### src/rtl/ball_pkg.sv
// Direction encodings shared by the tilt front end and the ball/map stage.
package ball_pkg;

  typedef enum logic [3:0] {
    DIR_NONE  = 4'b0000,
    DIR_UP    = 4'b0001,
    DIR_DOWN  = 4'b0010,
    DIR_LEFT  = 4'b0100,
    DIR_RIGHT = 4'b1000
  } dir_t;

  // X axis: positive is RIGHT; Y axis: positive is DOWN (screen coordinates).
  function automatic dir_t axis_dir(input logic is_x, input logic neg);
    if (is_x) return neg ? DIR_LEFT : DIR_RIGHT;
    else      return neg ? DIR_UP   : DIR_DOWN;
  endfunction

endpackage

### src/rtl/tick_gen.sv
// Free-running divider: update is high for one cycle every DIV cycles,
// first at cycle DIV-1 after reset release.
module tick_gen #(
  parameter int unsigned DIV = 5
) (
  input  logic clk,
  input  logic reset,
  output logic update
);

  localparam int unsigned CW = (DIV > 1) ? $clog2(DIV) : 1;
  localparam logic [CW-1:0] LAST = CW'(DIV - 1);

  logic [CW-1:0] cnt;

  always_ff @(posedge clk) begin
    if (!reset)           cnt <= '0;
    else if (cnt == LAST) cnt <= '0;
    else                  cnt <= cnt + CW'(1);
  end

  assign update = (cnt == LAST);

endmodule

### src/rtl/tilt_to_movement.sv
// Accelerometer tilt to one-hot movement: deadzone, dominant axis, debounce,
// sample watchdog. Define TILT_HYST_EN to lower the release threshold by HYST.
module tilt_to_movement
  import ball_pkg::*;
#(
  parameter int unsigned CLK_FREQUENCY_HZ       = 100000000,
  parameter int unsigned UPDATE_FREQUENCY_HZ    = 30,
  parameter int unsigned SIMULATE               = 0,
  parameter int unsigned SIMULATE_FREQUENCY_CNT = 5,
  parameter int unsigned ACCEL_WIDTH            = 12,
  parameter int unsigned DEADZONE               = 200,
  parameter int unsigned HYST                   = 50,
  parameter int unsigned DEBOUNCE_SAMPLES       = 3,
  parameter int unsigned SAMPLE_TIMEOUT         = 1000000
) (
  input  logic                   clk,
  input  logic                   reset,
  input  logic [ACCEL_WIDTH-1:0] accel_x,
  input  logic [ACCEL_WIDTH-1:0] accel_y,
  input  logic                   sample_valid,
  output logic [3:0]             movement,
  output logic                   update,
  output logic                   stale
);

  localparam int unsigned DIV = (SIMULATE != 0) ? SIMULATE_FREQUENCY_CNT
                                                : CLK_FREQUENCY_HZ / UPDATE_FREQUENCY_HZ;
  localparam int MW  = ACCEL_WIDTH - 1;
  localparam int DBW = $clog2(DEBOUNCE_SAMPLES + 1);
  localparam int WDW = $clog2(SAMPLE_TIMEOUT + 1);
  localparam logic [DBW-1:0] DB_MAX  = DBW'(DEBOUNCE_SAMPLES);
  localparam logic [WDW-1:0] WD_MAX  = WDW'(SAMPLE_TIMEOUT);
  localparam logic [WDW-1:0] WD_LAST = WDW'(SAMPLE_TIMEOUT - 1);

`ifdef TILT_HYST_EN
  if (HYST >= DEADZONE) begin : g_bad_hyst
    $error("HYST must be smaller than DEADZONE");
  end
`endif

  // |v| at ACCEL_WIDTH+1 bits so the most negative code does not wrap, then clamp.
  function automatic logic [MW-1:0] abs_sat(input logic [ACCEL_WIDTH-1:0] v);
    logic [ACCEL_WIDTH:0] ext;
    logic [ACCEL_WIDTH:0] mag;
    ext = {v[ACCEL_WIDTH-1], v};
    mag = ext[ACCEL_WIDTH] ? (~ext + (ACCEL_WIDTH+1)'(1)) : ext;
    return (mag[ACCEL_WIDTH:MW] != 2'b00) ? {MW{1'b1}} : mag[MW-1:0];
  endfunction

  logic          s1_valid;
  logic [MW-1:0] s1_mag_x, s1_mag_y;
  logic          s1_neg_x, s1_neg_y;

  dir_t           committed, prev_cand, cand, dom_dir;
  logic [DBW-1:0] db_cnt, cnt_next;
  logic [WDW-1:0] wd_cnt;
  logic           x_dom, expire;
  logic [MW-1:0]  dom_mag;
  int unsigned    thr;

  always_comb begin
    x_dom   = s1_mag_x > s1_mag_y;
    dom_mag = x_dom ? s1_mag_x : s1_mag_y;
    dom_dir = axis_dir(x_dom, x_dom ? s1_neg_x : s1_neg_y);
    thr     = DEADZONE;
`ifdef TILT_HYST_EN
    if (dom_dir == committed) thr = DEADZONE - HYST;
`endif
    cand = (32'(dom_mag) > thr) ? dom_dir : DIR_NONE;
    if (cand != prev_cand)    cnt_next = DBW'(1);
    else if (db_cnt == DB_MAX) cnt_next = db_cnt;
    else                       cnt_next = db_cnt + DBW'(1);
  end

  // A strobe on the expiry cycle keeps the committed direction alive.
  assign expire = !sample_valid && (wd_cnt == WD_LAST);

  always_ff @(posedge clk) begin
    if (!reset) begin
      s1_valid  <= 1'b0;
      s1_mag_x  <= '0;
      s1_mag_y  <= '0;
      s1_neg_x  <= 1'b0;
      s1_neg_y  <= 1'b0;
      committed <= DIR_NONE;
      prev_cand <= DIR_NONE;
      db_cnt    <= '0;
      wd_cnt    <= '0;
      stale     <= 1'b1;
    end else begin
      s1_valid <= sample_valid;
      if (sample_valid) begin
        s1_mag_x <= abs_sat(accel_x);
        s1_mag_y <= abs_sat(accel_y);
        s1_neg_x <= accel_x[ACCEL_WIDTH-1];
        s1_neg_y <= accel_y[ACCEL_WIDTH-1];
      end

      if (sample_valid) begin
        wd_cnt <= '0;
        stale  <= 1'b0;
      end else if (wd_cnt != WD_MAX) begin
        wd_cnt <= wd_cnt + WDW'(1);
      end
      if (expire) stale <= 1'b1;

      if (s1_valid) prev_cand <= cand;
      if (expire) begin
        committed <= DIR_NONE;
        db_cnt    <= '0;
      end else if (s1_valid) begin
        db_cnt <= cnt_next;
        if (cnt_next == DB_MAX) committed <= cand;
      end
    end
  end

  assign movement = committed;

  tick_gen #(
    .DIV (DIV)
  ) u_tick_gen (
    .clk    (clk),
    .reset  (reset),
    .update (update)
  );

endmodule

### config.mk
export PLATFORM = sky130hd
export DESIGN_NAME = tilt_to_movement
export DESIGN_NICKNAME = d
export VERILOG_FILES = /design/src/rtl/ball_pkg.sv /design/src/rtl/tick_gen.sv /design/src/rtl/tilt_to_movement.sv
export SDC_FILE = /design/constraint.sdc
export NUM_CORES = 1
export LEC_CHECK = 0
export ABC_AREA = 1
export BUFFER_PORTS_ARGS = -buffer_cell sky130_fd_sc_hd__buf_4
export CORE_MARGIN = 8
export CORE_UTILIZATION = 45
export CTS_CLUSTER_DIAMETER = 40
export DETAILED_ROUTE_END_ITERATION = 10
export SLEW_MARGIN = 5
export SYNTH_ARGS = -nofsm -noshare
export SYNTH_HDL_FRONTEND = slang
export SYNTH_SLANG_ARGS = --single-unit
### constraint.sdc
create_clock -name clk -period 2.36 [get_ports clk]
set_input_delay 0.118 -clock clk [delete_from_list [all_inputs] [get_ports clk]]
set_output_delay 0.118 -clock clk [all_outputs]
set_load 0.02 [all_outputs]
-- Word level (Yosys, flattened, before mapping)
Cells that the tools add are included.
- equal/unequal tests: 6
- muxes and demuxes: 12
- $lt $le $gt $ge: 2
- bitwise gates (word level): 3
- reduce and logical (&&, ||, !) cells: 8
- $add $sub $neg: 5
- operators with widths (kind ; number):
    11-bit two-way mux ; 3
    13-bit by 1-bit adder with 13-bit output, second input constant ; 2
    13-bit two-way mux ; 2
    13-bit NOT ; 2
    22-bit by 1-bit adder with 22-bit output, second input constant ; 1
    22-bit == test, second input constant ; 1
    20-bit by 1-bit adder with 20-bit output, second input constant ; 1
    20-bit == test, second input constant ; 1
    20-bit inequality test, second input constant ; 1
    4-bit two-way mux ; 3
    11-bit > comparator ; 1
    11-bit by 8-bit > comparator with 1-bit output, second input constant ; 1
    2-bit two-way mux ; 3
    2-bit OR reduction ; 3
    2-bit == test, second input constant ; 2
    4-bit inequality test ; 1
    2-bit nonzero test ; 2
    2-bit by 1-bit adder with 2-bit output, second input constant ; 1
    2-bit AND reduction ; 1
    1-bit logical AND ; 1
    1-bit zero test ; 1
    1-bit two-way mux ; 1
    1-bit NOT ; 1
- logic and storage cells: 47
- bits of input ports: 27
- flip-flop bits (word level): 78
- output and inout bits: 6

-- Logic depth before layout (Yosys ltp)
- word-level depth: 9
- gate-level depth with buffers: 21

-- By module
A second synthesis with hierarchy kept.
- cell total of the unflattened synthesis: 667
- area total of the unflattened synthesis: 4581.9 µm²
- by module, submodules not included (module ; cells an instance ; instances ; seq. area each (µm²) ; area each (µm²)):
    tilt_to_movement ; 493 ; 1 ; 1121.1 ; 3344.5
    tick_gen ; 174 ; 1 ; 440.4 ; 1237.4

-- Worst setup path after synthesis
Ideal clock, no wire load.
- path type: register to register
- from: register s1_mag_y[6]
- to: register committed[0], in the netlist movement[0]
- library setup time: 113 ps
- data required time: 2247 ps
- stages on the path, launching flop included: 21
- arrival: 1985 ps
- slack: 262 ps
- cell sequence: dfxtp_1 -> inv_1 -> ha_1 -> nand2_2 -> inv_2 -> nand2_1 -> nand2_1 -> nand2_2 -> nand3_4 -> nand2_1 -> nand2_1 -> nor2_2 -> nand2_4 -> nand2_2 -> nand2_1 -> nand2_1 -> nand2_2 -> nor2_2 -> nand4_1 -> nand2_1 -> nor2_1
- cells in the longest elaborated chain, start to end: 9
- elaborated cells on any way between the ends: 12
- ends and longest elaborated chain (element ; RTL line ; text):
    from (decl) ; tilt_to_movement.sv:51 ; logic [MW-1:0] s1_mag_x, s1_mag_y;
    from (signal assigned) ; tilt_to_movement.sv:94 ; s1_mag_y <= abs_sat(accel_y);
    branches (longest 4 deep; another with 11-bit > comparator) ; -- ;
    4-bit two-way mux * ; tilt_to_movement.sv:69 ; cand = (32'(dom_mag) > thr) ? dom_dir : DIR_NONE;
    4-bit inequality test ; tilt_to_movement.sv:70 ; if (cand != prev_cand) cnt_next = DBW'(1);
    2-bit two-way mux ; tilt_to_movement.sv:70 ;
    2-bit == test ; tilt_to_movement.sv:113 ; if (cnt_next == DB_MAX) committed <= cand;
    2-bit AND reduction (no line) ; -- ;
    to (signal assigned) ; tilt_to_movement.sv:113 ;
    to (decl) ; tilt_to_movement.sv:54 ; dir_t committed, prev_cand, cand, dom_dir;
Mark *: on every way between the ends.
A chain may end at the register's enable or synchronous reset.

-- Worst setup path in the final report
- from: register s1_mag_y[8]
- to: register committed[1], in the netlist movement[1]
Same word-level chain as after synthesis.

==> metrics.cfg <==
[critical_path]
setup.worst_path.start=s1_mag_y[8]$_SDFFE_PN0P_
crit_path_end_kind=register
slowest_delay_ns=0.32
crit_slowest_cell=dfxtp_2
worstPathCellList=inv_2 -> ha_4 -> nand2_4 -> nor2_4 -> nand3_4 -> nand3_4 -> nand2_4 -> nor2_4 -> nor2_4 -> nand2_4 -> nand2_4 -> nand2_2 -> nand2_2 -> inv_2 -> nand2_2 -> nor2_4 -> nand4_1 -> nand2_1 -> nor2_1
rr_startpoint=s1_mag_y[8]$_SDFFE_PN0P_
critPathLaunchType=register
arrival_ns=2.50
required_ns=2.61
worstPathMaxFanout=5
ff2ff_path_depth=19
crit_type=reg -> reg

[worst_hold_path]
worstHoldStart=accel_y[0]
hold_depth=3
hp-class=in -> reg

[power]
powerDensity_mw_per_mm2=567
p_leak_nw=2.16
p_total_mw=3.05
peakVddDrop_uv=283

[finish]
final_util_pct=55.4
area.growth.synth_to_final_pct=21.0
final_cell_mix=nand2_1 (106), inv_1 (94), dfxtp_1 (64)
final_common_cell=nand2_1
final_layout_size_suffix_gt1_share_pct=23.2
final.fill_count=939
final_cell_area_mm2=0.00537
fin_cells=830
fin_nets=737
antenna_cells=0

[timing]
rsz0062_at_grt=yes
maxSlewHeadroom_pct=49.3
max_freq_mhz=444
max_slew.worst_pin.slew_ns=0.759
finalHoldViolCount=0
setup_viol=0
slew_violations=0
fin_skew_ns=0.00797
worst_slack_ns=0.106
period_needed_ns=2.25
period_share_pct=95.5

[clock_network]
cts_root_buffer=clkbuf_8
htree_levels=3
clock_sinks=78
clkTransAtPathRegs_ns=0.08
clock_latency_ns=0.35
cts_made_buffers=9
clockBufferDepth=2
cts_tree=built

[place]
place_area_mm2=0.00483
hpwl_um=7320
portBuffers=32
place_ws_ns=0.0404
place_inst=803
gp_congestion=0.844

[synth]
avgSynthCellArea_um2=6.89
synth_simple_gate_area_share_pct=34.6
postSynthNetCount=688
syn_inst=644
synth_enable_flop_cells=0
synth_compound_area_share_pct=13.4
synth-seq-area-share_pct=35.2
async_flop_share_pct=0
synth_warnings=0
ys.flop_type=dfxtp_1
synthAdderAreaFrac_pct=4.80
synth.mux.area_fraction_pct=0
synth-xor-area-share_pct=1.78
synth_top_family_by_area=simple AND/OR/NAND/NOR gates
netlist_area_mm2=0.00444
synth-seq-cells=78
ys_types=38

[floorplan]
start_util_pct=45.8
coreArea_mm2=0.00968
rows=36
die_w_um=115
die-height_um=115
io_pins=33
dieArea_mm2=0.0133

[outcome]
status=complete, no violations

[global_routing]
grt_max_degree=24
grt_overflow_total=0
grt_pass1_wl_um=16600
grt_pass1_vias=3802
grt_use_total_pct=15.2
antenna_found_initial=0

[drt]
wirelength_um=10000
wl_per_cell_um=12.0
viasPerCell=4.97
vias=4124
ant_nets=0
dr.pass1.iters=5
drt_iter0_drc=195
drc=0

[flow_run]
drv_cap=0

[flip-flops by register name, indices dropped and copies added, names as in the netlist]
| register | flops |
|---|---|
| prev_cand | 4 |
| s1_mag_y | 11 |
| stale | 1 |
| wd_cnt | 20 |
| db_cnt | 2 |
| movement | 4 |
| s1_neg_y | 1 |
| s1_neg_x | 1 |
| u_tick_gen.cnt | 22 |
| s1_mag_x | 11 |
| s1_valid | 1 |
[stage by stage]
stage	TNS, ns	hold WS (ns)
after global routing	-0.362	0.0634
after detailed placement	0	0.384
final	0	0.0487
after floorplan	0	0.229
after global placement	0	0.379
after CTS	0	0.0361
[cell usage after synthesis, types with 2 or more instances]
cell type	count	area, um^2
nand2_1	113	424
inv_1	105	394
dfxtp_1	78	1560
nor2_1	58	218
a21oi_1	50	250
o21ai_0	50	250
nor3_1	32	160
nand3_1	30	150
ha_1	17	213
nand2_2	14	87.6
nand4_1	14	87.6
clkbuf_1	8	30.0
nor2_2	7	43.8
nor4_1	7	43.8
xor2_1	6	52.6
inv_2	5	18.8
nor2_4	5	56.3
or2_2	5	31.3
nor3_2	4	40.0
nand3_2	3	30.0
o22ai_1	3	18.8
o31ai_1	3	22.5
xnor2_1	3	26.3
a22o_1	2	17.5
and3_1	2	12.5
clkinv_1	2	7.51
nand2_4	2	22.5
nand3_4	2	35.0
nand4_2	2	25.0
nor3_4	2	32.5
nor3b_1	2	15.0
o21a_1	2	15.0
[report_power, final]
group	switching (mW)	internal (mW)	total [mW]	leakage, nW
sequential	0.0395	1.36	1.40	0.640
combinational	0.395	0.260	0.656	1.42
clock	0.479	0.509	0.988	0.0952
total	0.914	2.13	3.05	2.16
[logic make-up (layout without fill, tap and decap cells)]
family | Yosys count | in the layout
xor+xnor | 9 | 9
simple gates | 306 | 307
flops | 78 | 78
fa+ha+maj | 17 | 17
compound gates | 113 | 113
buf+inv | 121 | 173
[timing repair]
item / in CTS / in global routing
hold buffers: 1 / 0
buffers inserted: 0 / 10
gates resized for setup: 0 / 64
setup endpoints to repair: 0 / 8
hold endpoints to repair: 1 / 0
[worst max-delay path, delay by kind of cell, from the launching register on]
kind / cells / cell delay (ns)
flops: 1 / 0.32
simple gates: 16 / 1.44
buf+inv: 2 / 0.11
fa+ha+maj: 1 / 0.28
[routing by layer]
metal	up-vias	track usage [%]	routed length [um]
met5	-	0	0
met4	0	3.85	139
met3	15	4.04	399
met2	59	24.5	4620
met1	1856	19.6	4840
li1	2194	-	-
[worst paths after layout]
kind	to	slack [ns]
min reg2reg	u_tick_gen.cnt[0]$_SDFF_PP0_	0.44
min	s1_mag_y[0]$_SDFFE_PN0P_	0.05
max	movement[1]$_SDFFE_PP0P_	0.11
max reg2reg	movement[1]$_SDFFE_PP0P_	0.11
[layout make-up]
type	count	area [um^2]	share of cell area, %
multi-input combinational	446	2660	49.6
inverter	112	420	7.83
timing repair buffer	46	348	6.48
tap	133	166	3.10
clock buffer	11	141	2.63
sequential	78	1580	29.5
clock inverter	4	47.5	0.886
(Power assumes the default switching activity.)
